### config.mk
export PLATFORM = sky130hd
export DESIGN_NAME = uart_tx_arbiter_flat
export DESIGN_NICKNAME = d
export VERILOG_FILES = /design/src/rtl/uart_tx_arbiter_if.sv /design/src/rtl/uart_tx_arbiter.sv /design/src/flat_wrapper.sv
export SDC_FILE = /design/constraint.sdc
export NUM_CORES = 1
export LEC_CHECK = 0
export BUFFER_PORTS_ARGS = -buffer_cell sky130_fd_sc_hd__buf_2
export CAP_MARGIN = 20
export CORE_UTILIZATION = 49
export DETAILED_ROUTE_END_ITERATION = 10
export PLACE_DENSITY = 0.79
export SLEW_MARGIN = 10
export SYNTH_ARGS = -nofsm -noshare
export SYNTH_HDL_FRONTEND = slang
export SYNTH_SLANG_ARGS = --single-unit
### constraint.sdc
create_clock -name clk -period 2.7 [get_ports clk]
set_input_delay 0.27 -clock clk [delete_from_list [all_inputs] [get_ports clk]]
set_output_delay 0.27 -clock clk [all_outputs]
set_load 0.005 [all_outputs]
### src/rtl/uart_tx_arbiter_if.sv
// Requester / UART transmitter bundle for uart_tx_arbiter.
// slave = arbiter side, master = requesters plus transmitter.
interface uart_tx_arbiter_if #(parameter int NUM_REQ = 4);
  localparam int OW = $clog2(NUM_REQ);

  logic [NUM_REQ-1:0]   req_valid;
  logic [NUM_REQ-1:0]   req_last;
  logic [8*NUM_REQ-1:0] req_data;
  logic [NUM_REQ-1:0]   req_ready;
  logic                 tx_start;
  logic [7:0]           tx_data;
  logic                 tx_busy;
  logic [OW-1:0]        owner;
  logic                 owner_valid;
  logic                 frame_abort;

  modport master (
    output req_valid, req_last, req_data, tx_busy,
    input  req_ready, tx_start, tx_data, owner, owner_valid, frame_abort
  );

  modport slave (
    input  req_valid, req_last, req_data, tx_busy,
    output req_ready, tx_start, tx_data, owner, owner_valid, frame_abort
  );
endinterface

### src/rtl/uart_tx_arbiter.sv
// Frame-granular round-robin arbiter sharing one UART transmitter.
// Each accepted byte is launched once and the busy/idle cycle is awaited.
module uart_tx_arbiter #(
  parameter int NUM_REQ = 4,
  parameter int TIMEOUT = 255
) (
  input  logic             clk,
  input  logic             rstn,
  uart_tx_arbiter_if.slave bus
);
  localparam int OW = $clog2(NUM_REQ);
  localparam int IW = (TIMEOUT > 0) ? $clog2(TIMEOUT + 1) : 1;

  typedef enum logic [2:0] {ARB, GRANT, LAUNCH, WAIT_HI, WAIT_LO} state_t;

  state_t                   state, state_d;
  logic [OW-1:0]            ptr, owner, owner_inc, win, cand;
  logic [OW:0]              sum;
  logic                     win_ok, accept, timeout, release_f;
  logic [IW-1:0]            idle_cnt;
  logic                     last_q, owner_valid, tx_start, frame_abort;
  logic [7:0]               tx_data;
  logic [NUM_REQ-1:0][7:0]  req_bytes;

  assign req_bytes = bus.req_data;
  assign owner_inc = (owner == OW'(NUM_REQ - 1)) ? '0 : owner + 1'b1;

  // Scan from ptr upward with explicit modulo wrap, first valid wins.
  always_comb begin
    win    = '0;
    win_ok = 1'b0;
    sum    = '0;
    cand   = '0;
    for (int k = 0; k < NUM_REQ; k++) begin
      sum  = {1'b0, ptr} + (OW+1)'(k);
      cand = (sum >= (OW+1)'(NUM_REQ)) ? OW'(sum - (OW+1)'(NUM_REQ)) : OW'(sum);
      if (!win_ok && bus.req_valid[cand]) begin
        win    = cand;
        win_ok = 1'b1;
      end
    end
  end

  always_ff @(posedge clk or negedge rstn)
    if (!rstn) state <= ARB;
    else       state <= state_d;

  always_comb begin
    state_d   = state;
    accept    = 1'b0;
    timeout   = 1'b0;
    release_f = 1'b0;
    unique case (state)
      ARB:     if (win_ok) state_d = GRANT;
      GRANT: begin
        if (bus.req_valid[owner]) begin
          accept  = 1'b1;
          state_d = LAUNCH;
        end else if (TIMEOUT != 0 && int'(idle_cnt) + 1 >= TIMEOUT) begin
          timeout = 1'b1;
          state_d = ARB;
        end
      end
      LAUNCH:  state_d = WAIT_HI;
      WAIT_HI: if (bus.tx_busy) state_d = WAIT_LO;
      WAIT_LO: begin
        if (!bus.tx_busy) begin
          if (last_q) begin
            release_f = 1'b1;
            state_d   = ARB;
          end else begin
            state_d   = GRANT;
          end
        end
      end
      default: state_d = ARB;
    endcase
  end

  always_ff @(posedge clk or negedge rstn) begin
    if (!rstn) begin
      ptr         <= '0;
      owner       <= '0;
      owner_valid <= 1'b0;
      tx_start    <= 1'b0;
      frame_abort <= 1'b0;
      tx_data     <= 8'h00;
      last_q      <= 1'b0;
      idle_cnt    <= '0;
    end else begin
      tx_start    <= accept;
      frame_abort <= timeout;
      if (state == ARB && win_ok) begin
        owner       <= win;
        owner_valid <= 1'b1;
      end
      if (accept) begin
        tx_data <= req_bytes[owner];
        last_q  <= bus.req_last[owner];
      end
      if (timeout || release_f) begin
        ptr         <= owner_inc;
        owner_valid <= 1'b0;
      end
      // Cleared outside GRANT so every entry starts a fresh idle count.
      if (state != GRANT)
        idle_cnt <= '0;
      else if (!accept && idle_cnt != '1)
        idle_cnt <= idle_cnt + 1'b1;
    end
  end

  always_comb begin
    bus.req_ready = '0;
    if (state == GRANT) bus.req_ready[owner] = 1'b1;
  end

  assign bus.tx_start    = tx_start;
  assign bus.tx_data     = tx_data;
  assign bus.owner       = owner;
  assign bus.owner_valid = owner_valid;
  assign bus.frame_abort = frame_abort;
endmodule

### src/flat_wrapper.sv
// flat-port wrapper written by rule: the top's interface ports become plain ports
module uart_tx_arbiter_flat 
#(
  parameter int NUM_REQ = 4,
  parameter int TIMEOUT = 255
)
  (clk, rstn, bus_req_valid, bus_req_last, bus_req_data, bus_tx_busy, bus_req_ready, bus_tx_start, bus_tx_data, bus_owner, bus_owner_valid, bus_frame_abort);
  uart_tx_arbiter_if #(.NUM_REQ(NUM_REQ)) bus_i ();
  input  logic clk;
  input  logic rstn;
  input wire logic [$bits(bus_i.req_valid)-1:0] bus_req_valid;
  input wire logic [$bits(bus_i.req_last)-1:0] bus_req_last;
  input wire logic [$bits(bus_i.req_data)-1:0] bus_req_data;
  input wire logic [$bits(bus_i.tx_busy)-1:0] bus_tx_busy;
  output wire logic [$bits(bus_i.req_ready)-1:0] bus_req_ready;
  output wire logic [$bits(bus_i.tx_start)-1:0] bus_tx_start;
  output wire logic [$bits(bus_i.tx_data)-1:0] bus_tx_data;
  output wire logic [$bits(bus_i.owner)-1:0] bus_owner;
  output wire logic [$bits(bus_i.owner_valid)-1:0] bus_owner_valid;
  output wire logic [$bits(bus_i.frame_abort)-1:0] bus_frame_abort;
  assign bus_i.req_valid = bus_req_valid;
  assign bus_i.req_last = bus_req_last;
  assign bus_i.req_data = bus_req_data;
  assign bus_i.tx_busy = bus_tx_busy;
  assign bus_req_ready = bus_i.req_ready;
  assign bus_tx_start = bus_i.tx_start;
  assign bus_tx_data = bus_i.tx_data;
  assign bus_owner = bus_i.owner;
  assign bus_owner_valid = bus_i.owner_valid;
  assign bus_frame_abort = bus_i.frame_abort;
  uart_tx_arbiter #(.NUM_REQ(NUM_REQ), .TIMEOUT(TIMEOUT)) u_core (.clk(clk), .rstn(rstn), .bus(bus_i));
endmodule
# Yosys cells after proc, flatten, opt, wreduce, memory -nomap -nowiden
# Cells that the tools add are included.
dict set report op_classes {
  add_sub_neg 10
  n_mux 49
  reduce_logical 15
  n_eq_ne 11
  order_cmp 11
}
# cell n
set op_table {}
lappend op_table {{$ge 32x9->1 const B} 1}
lappend op_table {{$mux 8} 3}
lappend op_table {{$mux 1} 22}
lappend op_table {{$mux 2} 9}
lappend op_table {{$bmux 8 s2} 1}
lappend op_table {{$lt 2x3->1 const B} 5}
lappend op_table {{$mux 3} 5}
lappend op_table {{$pmux 3 s5} 1}
lappend op_table {{$bmux 1 s2} 6}
lappend op_table {{$add 8x1->9 const B} 1}
lappend op_table {{$ge 3x3->1 const B} 3}
lappend op_table {{$add 8x1->8 const B} 1}
lappend op_table {{$ne 8x8->1 const B} 1}
lappend op_table {{$sub 2x1->2 const B} 4}
lappend op_table {{$add 2x2->3 const B} 2}
lappend op_table {{$eq 3x2->1 const B} 2}
lappend op_table {{$logic_and 1x1->1} 6}
lappend op_table {{$ne 3x1->1 const B} 2}
lappend op_table {{$logic_not 1->1} 4}
lappend op_table {{$mux 4} 1}
lappend op_table {{$ne 2x2->1 const B} 2}
lappend op_table {{$reduce_and 4->1} 1}
lappend op_table {{$reduce_bool 2->1} 2}
lappend op_table {{$add 2x1->3 const B} 1}
lappend op_table {{10 further kinds} 10}
dict set report totals {
  reg_bits 27
  wordCells 105
}

# Longest topological paths before layout
# Gate-level depths: netlist (run 1).
dict set report depth {
  ltp_word 17
  ltp_mapped 6
  depth_no_buf 6
}

# Worst setup path after synthesis (run 1)
# No wires, ideal clock.
dict set report synth_timing {
  path_kind {reg2reg}
  start {register u_core.owner[0], in the netlist u_core.bus.owner[0]}
  end {register u_core.ptr[0]}
  arrival_ns 1.917
  required_time_ns 2.575
  setup_slack_ns 0.658
  stages_incl_launch_ff 5
  path_cell_list {dfrtp_1 mux4_2 or2_2 o21ai_2 mux2_2}
}
dict set report synth_via {
  elab_chain_len 5
}
# element line
set synth_lines {}
lappend synth_lines {{start, declared} uart_tx_arbiter.sv:17} ;# logic [OW-1:0] ptr, owner, owner_inc, win, cand;
lappend synth_lines {{start signal, assigned} uart_tx_arbiter.sv:94} ;# owner <= win;
lappend synth_lines {{$bmux 1 s2} uart_tx_arbiter.sv:56} ;# if (bus.req_valid[owner]) begin
lappend synth_lines {{$mux 1 (implied by the code)} uart_tx_arbiter.sv:56}
lappend synth_lines {{$mux 1} uart_tx_arbiter.sv:56}
lappend synth_lines {{$mux 1} uart_tx_arbiter.sv:53} ;# unique case (state)
lappend synth_lines {{$logic_or 1x1->1} uart_tx_arbiter.sv:101} ;# if (timeout || release_f) begin
lappend synth_lines {{end signal, assigned} uart_tx_arbiter.sv:102} ;# ptr <= owner_inc;
lappend synth_lines {{end, declared} uart_tx_arbiter.sv:17}
# Several ways; a longest one is shown, not always the timed one. The select of a mux whose other input is x is not followed.
# A chain may end at the register's enable or synchronous reset.

# Final worst setup path (run 1)
dict set report layout_timing {
  start {register u_core.idle_cnt[0]}
  end {register u_core.ptr[1]}
}
dict set report layout_via {
  elab_chain_len 6
}
# element line
set layout_lines {}
lappend layout_lines {{start, declared} uart_tx_arbiter.sv:20} ;# logic [IW-1:0] idle_cnt;
lappend layout_lines {{start signal, assigned} uart_tx_arbiter.sv:109} ;# idle_cnt <= idle_cnt + 1'b1;
lappend layout_lines {{$add 8x1->9} uart_tx_arbiter.sv:59} ;# end else if (TIMEOUT != 0 && int'(idle_cnt) + 1 >= TIMEOUT) begin
lappend layout_lines {{$ge 32x9->1} uart_tx_arbiter.sv:59}
lappend layout_lines {{$mux 1} uart_tx_arbiter.sv:59}
lappend layout_lines {{$mux 1} uart_tx_arbiter.sv:56}
lappend layout_lines {{$mux 1} uart_tx_arbiter.sv:53}
lappend layout_lines {{$logic_or 1x1->1} uart_tx_arbiter.sv:101}
# Every way passes these cells.

==> results of run 1 <==
## routing by layer
layer | wire, um | share of wire
met5 | 0 | 0
met4 | 44 | 0.012
met3 | 131 | 0.036
met2 | 1975 | 0.54
met1 | 1473 | 0.41
## flip-flops by register name (all words and copies together), names as in the netlist, 2 cells and up
signal and flops:
u_core.state 3, u_core.idle_cnt 8, u_core.bus.tx_data 8, u_core.bus.owner 2, u_core.ptr 2
## through the flow
step / instance area, sq um / cells / hold slack [ns]
2_1_floorplan: 1635 / 149 / -0.02559
3_3_place_gp: 1986 / 250 / 0.3026
3_5_place_dp: 1986 / 250 / 0.3103
4_1_cts: 2023 / 255 / 0.1902
5_1_grt: 2023 / 255 / 0.1811
6_report: 2023 / 255 / 0.1926
## worst reg2reg max path, cell delays in order (launching register included)
cell and delay, ns:
dfrtp_1 0.47, ha_1 0.27, and4_1 0.34, o21bai_1 0.15, o211ai_1 0.14, o21ai_2 0.23
mux2_2 0.35
## cell usage after synthesis, types with 4 or more instances
cell and instances:
dfrtp_1 27, nor2_1 16, mux2_2 11, nand2_1 11
mux4_2 10, inv_1 9, a21oi_1 6, and2_1 6
ha_1 6, o21ai_0 4
## cell usage in the layout, fill, tap and decap left out, types with 2 or more instances in the layout
cell,count
buf_2,59
dfrtp_1,27
nor2_1,16
nand2_1,11
mux2_2,11
mux4_2,10
inv_1,9
and2_1,6
a21oi_1,6
ha_1,6
o21ai_0,4
nor3_1,3
xor2_1,3
and3_1,3
clkbuf_4,3
nor2b_1,2
nand2b_1,2
nand4_1,2
xnor2_1,2
mux2i_1,2
o22ai_1,2
buf_4,2
## power groups by stage
stage               sequential (W)  combinational [W]  clock [W]
floorplan                 0.000653           0.000547          0
global placement          0.000646           0.000787          0
detailed placement        0.000659           0.000817          0
CTS                       0.000653           0.000821   0.000179
global route              0.000677           0.000886   0.000197
finish                    0.000654           0.000809   0.000173
## path summary, 6_finish.rpt
| kind | endpoint | slack (ns) | cells past startpoint |
|---|---|---|---|
| setup / recovery | u_core.ptr[1] | 0.63 | 6 |
| hold / removal | u_core.state[2] | 0.19 | 2 |
| setup reg to reg | u_core.ptr[1] | 0.63 | 6 |
| hold reg to reg | u_core.bus.tx_data[5] | 0.52 | 1 |
| max in group asynchronous | u_core.ptr[1] | 1.86 | 2 |
| min in group asynchronous | u_core.idle_cnt[0] | 0.45 | 2 |
## cell families after synthesis
| logic type | synth area share |
|---|---|
| AO/OA/AOI/OAI | 0.09259 |
| XOR/XNOR | 0.02678 |
| adder cells (fa/ha/maj) | 0.04591 |
| buffers and inverters | 0.02984 |
| flip-flops | 0.4132 |
| multiplexers | 0.2257 |
| AND/OR/NAND/NOR | 0.1660 |
## cell type report
class / count / area share
Clock buffer: 3 / 0.01113
Clock inverter: 1 / 0.002474
Inverter: 9 / 0.01670
Multi-Input combinational cell: 109 / 0.4502
Sequential cell: 27 / 0.3340
Tap cell: 44 / 0.02721
Timing Repair Buffer: 62 / 0.1583
==> impl_metrics.env, run 1 <==
export IMPL_cts_root_buffer="clkbuf_4"
export IMPL_net_count_final=261
export IMPL_postSynth_topFlopCell="dfrtp_1"
export IMPL_floorplan_initialDensity=0.5270
export IMPL_worst_skew_pair_late_latency_ns=0.33
export IMPL_place_hpwl_mm=2.894
export IMPL_grt_antenna_before_repair=0
export IMPL_critPathTopFamily="compound AO/OA/AOI/OAI gates"
export IMPL_diodes=0
export IMPL_gr_usage_met1=0.2511
export IMPL_sequential_cell_area_sq_um=675.6
export IMPL_n_fill_cell=269
export IMPL_firstDrtPassIters=4
export IMPL_timing_critical_path_arrival_ns=2.29
export IMPL_total_of_endpoints_with_negative_setup_slack_in_the_final_report=0
export IMPL_static_leakage_power_nw=0.9802
export IMPL_synthesis_area_sq_um=1635
export IMPL_critical_path_slowest_stage_cell="dfrtp_1"
export IMPL_critical_path_cell_chain="ha_1 -> and4_1 -> o21bai_1 -> o211ai_1 -> o21ai_2 -> mux2_2"
export IMPL_worstSetupEndpointType="flip-flop"
export IMPL_die_w_um=59.77
export IMPL_portBuffers=59
export IMPL_timing_critical_path_required_ns=2.93
export IMPL_max_clock_freq_ghz=0.4840
export IMPL_grt_start_max_net_pins=28
export IMPL_min_period_over_period=0.7652
export IMPL_post_route_cells_drive_above_1_share=0.4313
export IMPL_area_delta_synth_final_pct=23.72
export IMPL_synth_seq_cells=27
export IMPL_clkSinkCount=27
export IMPL_post_layout_total_power_w=0.001636
export IMPL_number_of_buffers_inserted_during_clock_tree_synthesis=3
export IMPL_preCtsSetupSlack_ns=0.6680
export IMPL_vias_in_the_first_global_route=1309
export IMPL_period_needed_ns=2.066
export IMPL_vias_per_cell=5.373
export IMPL_final_weighted_congestion_in_routability_driven_placement=0.8821
export IMPL_die_area_sq_um=3572
export IMPL_p_int_w=0.001019
export IMPL_netlist_top_cell_by_area="dfrtp_1"
export IMPL_grt_first_pass_wirelength_mm=5.658
export IMPL_tritoncts_clock_tree="built"
export IMPL_placement_rows=20
export IMPL_worst_r2r_startpoint="u_core.idle_cnt[0]"
export IMPL_post_cts_setup_buffer_count=0
export IMPL_power_ir_vdd_worst_uv=430.9
export IMPL_netlist_top_cells_area="dfrtp_1 (41%), mux4_2 (14%), mux2_2 (7.6%)"
export IMPL_max_cap_violations=0
export IMPL_clkTransAtPathRegs_ns=0.14
export IMPL_floorplan_die_height_um=59.77
export IMPL_worst_path_max_stage_delay_ns=0.47
export IMPL_remaining_drc_errors=0
export IMPL_globalRouteMet2Util=0.3825
export IMPL_synth_top_area_share=0.4132
export IMPL_share_of_flip_flops_with_an_asynchronous_set_or_reset_after_synthesis=1.000
export IMPL_crit_path_start_kind="flip-flop"
export IMPL_clockBufferDepth=2
export IMPL_cts_resized=0
export IMPL_cts_hold_buf=1
export IMPL_power_sequential_fraction=0.400
export IMPL_dr_total_vias=1370
export IMPL_largest_clock_skew_in_the_final_design_ns=0.008529
export IMPL_drt_total_wl_mm=3.626
export IMPL_path_class="reg -> reg"
export IMPL_worst_path_max_fanout=5
export IMPL_netlist_instances=149
export IMPL_layout_core_utilization=0.6520
export IMPL_yosys_warnings=0
export IMPL_total_area_of_multi_input_combinational_cells_sq_um=910.9
export IMPL_critical_path_n_buffers_inverters=0
export IMPL_slew_violations=0
export IMPL_first_iter_violations=34
export IMPL_outcome="finished, final reports clean"
export IMPL_report_final_hold_viol_count=0
export IMPL_p_comb_frac=0.495
export IMPL_tightestPinTransition_ns=0.5904
export IMPL_grt_busiest_layer="met2"
export IMPL_post_drt_wl_per_cell_um=14.22
export IMPL_critical_path_startpoint="u_core.idle_cnt[0]"
export IMPL_timing_final_ws_setup_ns=0.6338
export IMPL_synth_net_count=198
export IMPL_placeableCoreArea_sq_um=3103
export IMPL_synth_distinct_cells=39
export IMPL_io_pins=60
export IMPL_relative_max_transition_margin=0.6064
export IMPL_synthesis_area_per_instance_sq_um=10.98
export IMPL_htree_levels=1
export IMPL_globalRouteMet3Util=0.04545
export IMPL_grt_setup_unrepaired="no"
export IMPL_class_of_the_tightest_hold_or_removal_check="in -> reg"
export IMPL_hp_start="bus_tx_busy"
export IMPL_proportion_of_power_drawn_by_the_clock_network=0.106
export IMPL_grt_usage=0.2125
export IMPL_timing_setup_tns_ns=0
export IMPL_total_power_per_unit_cell_area_nw_per_um2=808.4
export IMPL_route_antenna_remaining_nets=0
export IMPL_synth_edf_count=0
export IMPL_synth_sequential_area_ratio=0.4132
export IMPL_switching_share=0.3771
export IMPL_power_switching_w=0.0006168
export IMPL_grt_overflow=0
Power figures use the tool's default switching activity.
==> run 2, diff against run 1 <==
CORE_UTILIZATION = 44   (was 49)
PLACE_DENSITY = 0.75   (was 0.79)
clock period = 1.9 ns   (was 2.7 ns; I/O delays follow)
==> run 2 against run 1 <==
Compared with the run above:
- critical path depth unchanged
- final cell count grew 5.5%
- sequential share of layout area is 2.1 points lower
- global-route usage fell by 2.4 points
- die area increased by 11%
- critical endpoint is now u_core.idle_cnt[7]
- highest routed layer unchanged
==> impl_metrics.env, run 2 (synthesis gave the netlist of run 1 again) <==
export IMPL_tightestPinTransition_ns=0.5921
export IMPL_crit_path_start_kind="flip-flop"
export IMPL_class_of_the_tightest_hold_or_removal_check="in -> reg"
export IMPL_grt_setup_unrepaired="yes"
export IMPL_switching_share=0.3573
export IMPL_worstSetupEndpointType="flip-flop"
export IMPL_floorplan_initialDensity=0.4751
export IMPL_tritoncts_clock_tree="built"
export IMPL_layout_core_utilization=0.6278
export IMPL_worst_path_max_fanout=4
export IMPL_min_period_over_period=0.9714
export IMPL_critPathTopFamily="multiplexers"
export IMPL_placement_rows=21
export IMPL_max_clock_freq_ghz=0.5418
export IMPL_final_weighted_congestion_in_routability_driven_placement=0.7651
export IMPL_io_pins=60
export IMPL_placeableCoreArea_sq_um=3442
export IMPL_grt_first_pass_wirelength_mm=5.809
export IMPL_grt_usage=0.1886
export IMPL_first_iter_violations=41
export IMPL_place_hpwl_mm=2.827
export IMPL_worst_path_max_stage_delay_ns=0.54
export IMPL_path_class="reg -> reg"
export IMPL_max_cap_violations=0
export IMPL_grt_antenna_before_repair=0
export IMPL_diodes=0
export IMPL_die_w_um=62.97
export IMPL_timing_critical_path_required_ns=2.11
export IMPL_area_delta_synth_final_pct=32.13
export IMPL_net_count_final=273
export IMPL_timing_critical_path_arrival_ns=2.06
export IMPL_dr_total_vias=1379
export IMPL_number_of_buffers_inserted_during_clock_tree_synthesis=3
export IMPL_floorplan_die_height_um=62.97
export IMPL_most_common_layout_cells="buf_2 (59), dfrtp_1 (26), nor2_1 (16)"
export IMPL_report_final_hold_viol_count=0
export IMPL_power_ir_vdd_worst_uv=840.6
export IMPL_die_area_sq_um=3965
export IMPL_timing_setup_tns_ns=0
export IMPL_proportion_of_power_drawn_by_the_clock_network=0.129
export IMPL_most_common_cell_after_layout_fill_and_taps_aside="buf_2"
export IMPL_power_switching_w=0.0009215
export IMPL_vias_in_the_first_global_route=1240
export IMPL_preCtsSetupSlack_ns=0.02938
export IMPL_critical_path_cell_chain="mux4_2 -> buf_4 -> a21oi_4 -> nand4_2 -> or3_1 -> a21oi_1"
export IMPL_total_of_endpoints_with_negative_setup_slack_in_the_final_report=0
export IMPL_slew_violations=0
export IMPL_remaining_drc_errors=0
export IMPL_relative_max_transition_margin=0.6052
export IMPL_post_layout_total_power_w=0.002579
export IMPL_htree_levels=1
export IMPL_worst_skew_pair_late_latency_ns=0.28
export IMPL_period_needed_ns=1.846
export IMPL_grt_overflow=0
export IMPL_cts_root_buffer="clkbuf_8"
export IMPL_vias_per_cell=5.126
export IMPL_route_antenna_remaining_nets=0
export IMPL_p_comb_frac=0.520
export IMPL_power_sequential_fraction=0.352
export IMPL_timing_final_ws_setup_ns=0.05431
export IMPL_total_power_per_unit_cell_area_nw_per_um2=1194
export IMPL_critical_path_slowest_stage_cell="mux4_2"
export IMPL_largest_clock_skew_in_the_final_design_ns=0.009224
export IMPL_firstDrtPassIters=4
export IMPL_post_drt_wl_per_cell_um=13.45
export IMPL_outcome="finished, final reports clean"
export IMPL_dpl_cell_area_sq_um=2079
export IMPL_portBuffers=59
export IMPL_post_route_cell_area_sq_um=2161
export IMPL_clockBufferDepth=2
export IMPL_grt_start_max_net_pins=28
export IMPL_post_route_cells_drive_above_1_share=0.4753
export IMPL_top_regs="u_core.bus.tx_data: 8 flops, u_core.idle_cnt: 8 flops, u_core.state: 3 flops"
export IMPL_static_leakage_power_nw=1.054
export IMPL_drt_total_wl_mm=3.618
export IMPL_clkTransAtPathRegs_ns=0.10
export IMPL_critical_path_n_buffers_inverters=1
export IMPL_clkSinkCount=27
export IMPL_p_int_w=0.001658
==> run 2: worst paths after layout <==
check / end / cells past startpoint / start / slack (ns)
worst min register to register: u_core.bus.tx_data[5] / 1 / u_core.bus.tx_data[5] / 0.51
worst min-delay path: u_core.state[2] / 2 / bus_tx_busy / 0.18
worst max register to register: u_core.idle_cnt[7] / 6 / u_core.bus.owner[0] / 0.05
max in group asynchronous: u_core.bus.owner[0] / 2 / rstn / 1.03
worst max-delay path: u_core.idle_cnt[7] / 6 / u_core.bus.owner[0] / 0.05
min in group asynchronous: u_core.idle_cnt[3] / 2 / rstn / 0.44
==> run 2: timing repair <==
| item | CTS | global route |
|---|---|---|
| endpoints found under the setup margin | 0 | 5 |
| setup buffers | 0 | 2 |
| gates resized for setup | 0 | 2 |
| hold endpoints to repair | 27 | 0 |
| hold buffers | 1 | 0 |
==> run 2: layer usage <==
metal,up-vias,global-route usage,part of all wire
met4,0,0.03488,0.0058
li1,683,-,-
met2,23,0.3024,0.50
met3,2,0.04015,0.031
met1,671,0.2630,0.46
met5,-,0,0
==> run 2: metrics by stage <==
step / hold slack, ns / std cells
floorplan: -0.1056 / 149
global placement: 0.2330 / 262
detailed placement: 0.2335 / 262
CTS: 0.1816 / 267
global route: 0.1799 / 269
finish: 0.1850 / 269
==> run 2: cell type report <==
type                       count  area (sq um)
timing repair buffer          74         422.9
inverter                       9         33.78
multi-input combinational    109         920.9
fill                         310          1281
clock inverter                 1         7.507
sequential                    27         676.9
clock buffer                   3         41.29
tap                           46         57.56
==> run 2: worst register-to-register path, cell delays in order (launching register included) <==
cell and delay, ns:
dfrtp_2 0.38, mux4_2 0.54, buf_4 0.17, a21oi_4 0.12
nand4_2 0.11, or3_1 0.33, a21oi_1 0.14
==> run 2: power groups by stage <==
stage          combinational, W  clock (W)  sequential [W]
2_1_floorplan          0.000785          0        0.000930
3_3_place_gp            0.00130          0        0.000912
3_5_place_dp            0.00133          0        0.000919
4_1_cts                 0.00133   0.000342        0.000910
5_1_grt                 0.00149   0.000360        0.000934
6_report                0.00134   0.000332        0.000907
==> run 3, diff against run 2 <==
RECOVER_POWER = 100   (was not set)
==> run 3 against run 2 <==
Compared with the run above:
- clock power about the same
- critical path depth unchanged
- setup slack about the same
- highest routed layer unchanged
- sequential power about the same
- combinational power about the same
- clock-buffer cell count unchanged
- via count unchanged
- sequential cell count unchanged
- die area unchanged
==> impl_metrics.env, run 3 (synthesis gave the netlist of run 1 again) <==
export IMPL_max_clock_freq_ghz=0.5418
export IMPL_n_fill_cell=314
export IMPL_clockBufferDepth=2
export IMPL_hold_path_depth=2
export IMPL_dpl_cell_area_sq_um=2079
export IMPL_globalRouteMet3Util=0.04015
export IMPL_grt_usage=0.1886
export IMPL_diodes=0
export IMPL_post_route_cell_area_sq_um=2155
export IMPL_die_w_um=62.97
export IMPL_preCtsSetupSlack_ns=0.02938
export IMPL_cts_root_buffer="clkbuf_8"
export IMPL_vias_per_cell=5.126
export IMPL_worst_skew_pair_late_latency_ns=0.28
export IMPL_period_needed_ns=1.846
export IMPL_slew_violations=0
export IMPL_place_hpwl_mm=2.827
export IMPL_worstSetupEndpointType="flip-flop"
export IMPL_timing_critical_path_required_ns=2.11
export IMPL_grt_setup_unrepaired="yes"
export IMPL_p_int_w=0.001647
export IMPL_proportion_of_power_drawn_by_the_clock_network=0.129
export IMPL_timing_final_ws_setup_ns=0.05434
export IMPL_tightestPinTransition_ns=0.6581
export IMPL_post_route_cells_drive_above_1_share=0.4529
export IMPL_power_switching_w=0.0009250
export IMPL_total_area_of_multi_input_combinational_cells_sq_um=920.9
export IMPL_holdPathEnd="u_core.state[2]"
export IMPL_floorplan_die_height_um=62.97
export IMPL_floorplan_initialDensity=0.4751
export IMPL_critical_path_reg2reg_endpoint="u_core.idle_cnt[7]"
export IMPL_route_antenna_remaining_nets=0
export IMPL_gr_usage_met1=0.2630
export IMPL_power_ir_vdd_worst_uv=841.9
export IMPL_remaining_drc_errors=0
export IMPL_area_delta_synth_final_pct=31.75
export IMPL_io_pins=60
export IMPL_drt_total_wl_mm=3.628
export IMPL_stdcell_count=269
export IMPL_relative_max_transition_margin=0.5612
export IMPL_min_period_over_period=0.9714
export IMPL_vias_in_the_first_global_route=1240
export IMPL_top_regs="u_core.bus.tx_data: 8 flops, u_core.idle_cnt: 8 flops, u_core.state: 3 flops"
export IMPL_worst_path_max_fanout=4
export IMPL_final_hold_worst_slack_ns=0.1924
export IMPL_clkTransAtPathRegs_ns=0.10
export IMPL_worst_r2r_setup_slack_ns=0.05
export IMPL_clkSinkCount=27
export IMPL_static_leakage_power_nw=1.037
export IMPL_placement_rows=21
export IMPL_outcome="finished, final reports clean"
export IMPL_path_class="reg -> reg"
export IMPL_number_of_buffers_inserted_during_clock_tree_synthesis=3
export IMPL_class_of_the_tightest_hold_or_removal_check="in -> reg"
export IMPL_max_cap_violations=0
export IMPL_grt_busiest_layer="met2"
export IMPL_die_area_sq_um=3965
export IMPL_first_iter_violations=56
export IMPL_timing_critical_path_arrival_ns=2.06
export IMPL_grt_first_pass_wirelength_mm=5.809
export IMPL_firstDrtPassIters=4
export IMPL_placed_cells=262
export IMPL_p_comb_frac=0.518
export IMPL_worst_r2r_startpoint="u_core.bus.owner[0]"
export IMPL_post_drt_wl_per_cell_um=13.49
export IMPL_dr_total_vias=1379
export IMPL_switching_share=0.3596
export IMPL_portBuffers=59
export IMPL_most_common_cell_after_layout_fill_and_taps_aside="buf_2"
export IMPL_globalRouteMet2Util=0.3024
export IMPL_net_count_final=273
export IMPL_total_power_per_unit_cell_area_nw_per_um2=1194
export IMPL_htree_levels=1
export IMPL_placeableCoreArea_sq_um=3442
export IMPL_grt_start_max_net_pins=28
export IMPL_final_weighted_congestion_in_routability_driven_placement=0.7651
export IMPL_crit_path_start_kind="flip-flop"
export IMPL_hp_start="bus_tx_busy"
export IMPL_power_sequential_fraction=0.353
export IMPL_largest_clock_skew_in_the_final_design_ns=0.009241
export IMPL_worst_r2r_path_depth=6
export IMPL_sequential_cell_area_sq_um=676.9
export IMPL_grt_antenna_before_repair=0
export IMPL_tritoncts_clock_tree="built"
export IMPL_layout_core_utilization=0.6260
export IMPL_report_final_hold_viol_count=0
export IMPL_total_of_endpoints_with_negative_setup_slack_in_the_final_report=0
export IMPL_grt_overflow=0
export IMPL_most_common_layout_cells="buf_2 (53), dfrtp_1 (26), nor2_1 (16)"
## run 3: cell type report
cell class,instances,area share
Clock buffer,3,0.01916
Sequential cell,27,0.3142
Multi-Input combinational cell,109,0.4274
Clock inverter,1,0.003484
Inverter,9,0.01568
Timing Repair Buffer,74,0.1934
Tap cell,46,0.02671
## run 3: how the worst max path moves through the flow
stage | start | end | slack [ns] | cells after the start
after floorplan | u_core.bus.owner[0] | u_core.ptr[0] | -0.03 | 4
after global placement | u_core.bus.owner[0] | u_core.idle_cnt[7] | 0.09 | 6
after detailed placement | u_core.bus.owner[0] | u_core.idle_cnt[7] | 0.03 | 6
after CTS | u_core.bus.owner[0] | u_core.ptr[1] | 0.03 | 4
after global routing | u_core.bus.owner[0] | u_core.idle_cnt[4] | -0.02 | 7
final | u_core.bus.owner[0] | u_core.idle_cnt[7] | 0.05 | 6
## run 3: through the flow
| stage | total power [W] | TNS, ns |
|---|---|---|
| after global routing | 0.002771 | -0.02958 |
| final | 0.002572 | 0 |
| after CTS | 0.002583 | 0 |
| after detailed placement | 0.002244 | 0 |
| after global placement | 0.002211 | 0 |
| after floorplan | 0.001715 | -0.06178 |
## run 3: what timing repair did
action / 4_1_cts / 5_1_grt
buffers inserted: 0 / 2
endpoints found under the setup margin: 0 / 5
hold buffers: 1 / 0
gates resized for setup: 0 / 2
endpoints found under the hold margin: 27 / 0
## run 3: power groups by stage
stage               Combinational [W]  Clock, W  Sequential (W)
floorplan                    0.000785         0        0.000930
global placement              0.00130         0        0.000912
detailed placement            0.00133         0        0.000919
CTS                           0.00133  0.000342        0.000910
global route                  0.00148  0.000360        0.000936
finish                        0.00133  0.000332        0.000909
## run 3: routing by layer
metal | wire (um) | part of all wire
met2 | 1822 | 0.50
met1 | 1670 | 0.46
met4 | 21 | 0.0058
met3 | 113 | 0.031
met5 | 0 | 0
## run 3: critical path, stage by stage (launching register included)
cell and delay (ns):
dfrtp_2 0.38, mux4_2 0.54, buf_4 0.17, a21oi_4 0.12, nand4_2 0.11, or3_1 0.33, a21oi_1 0.14
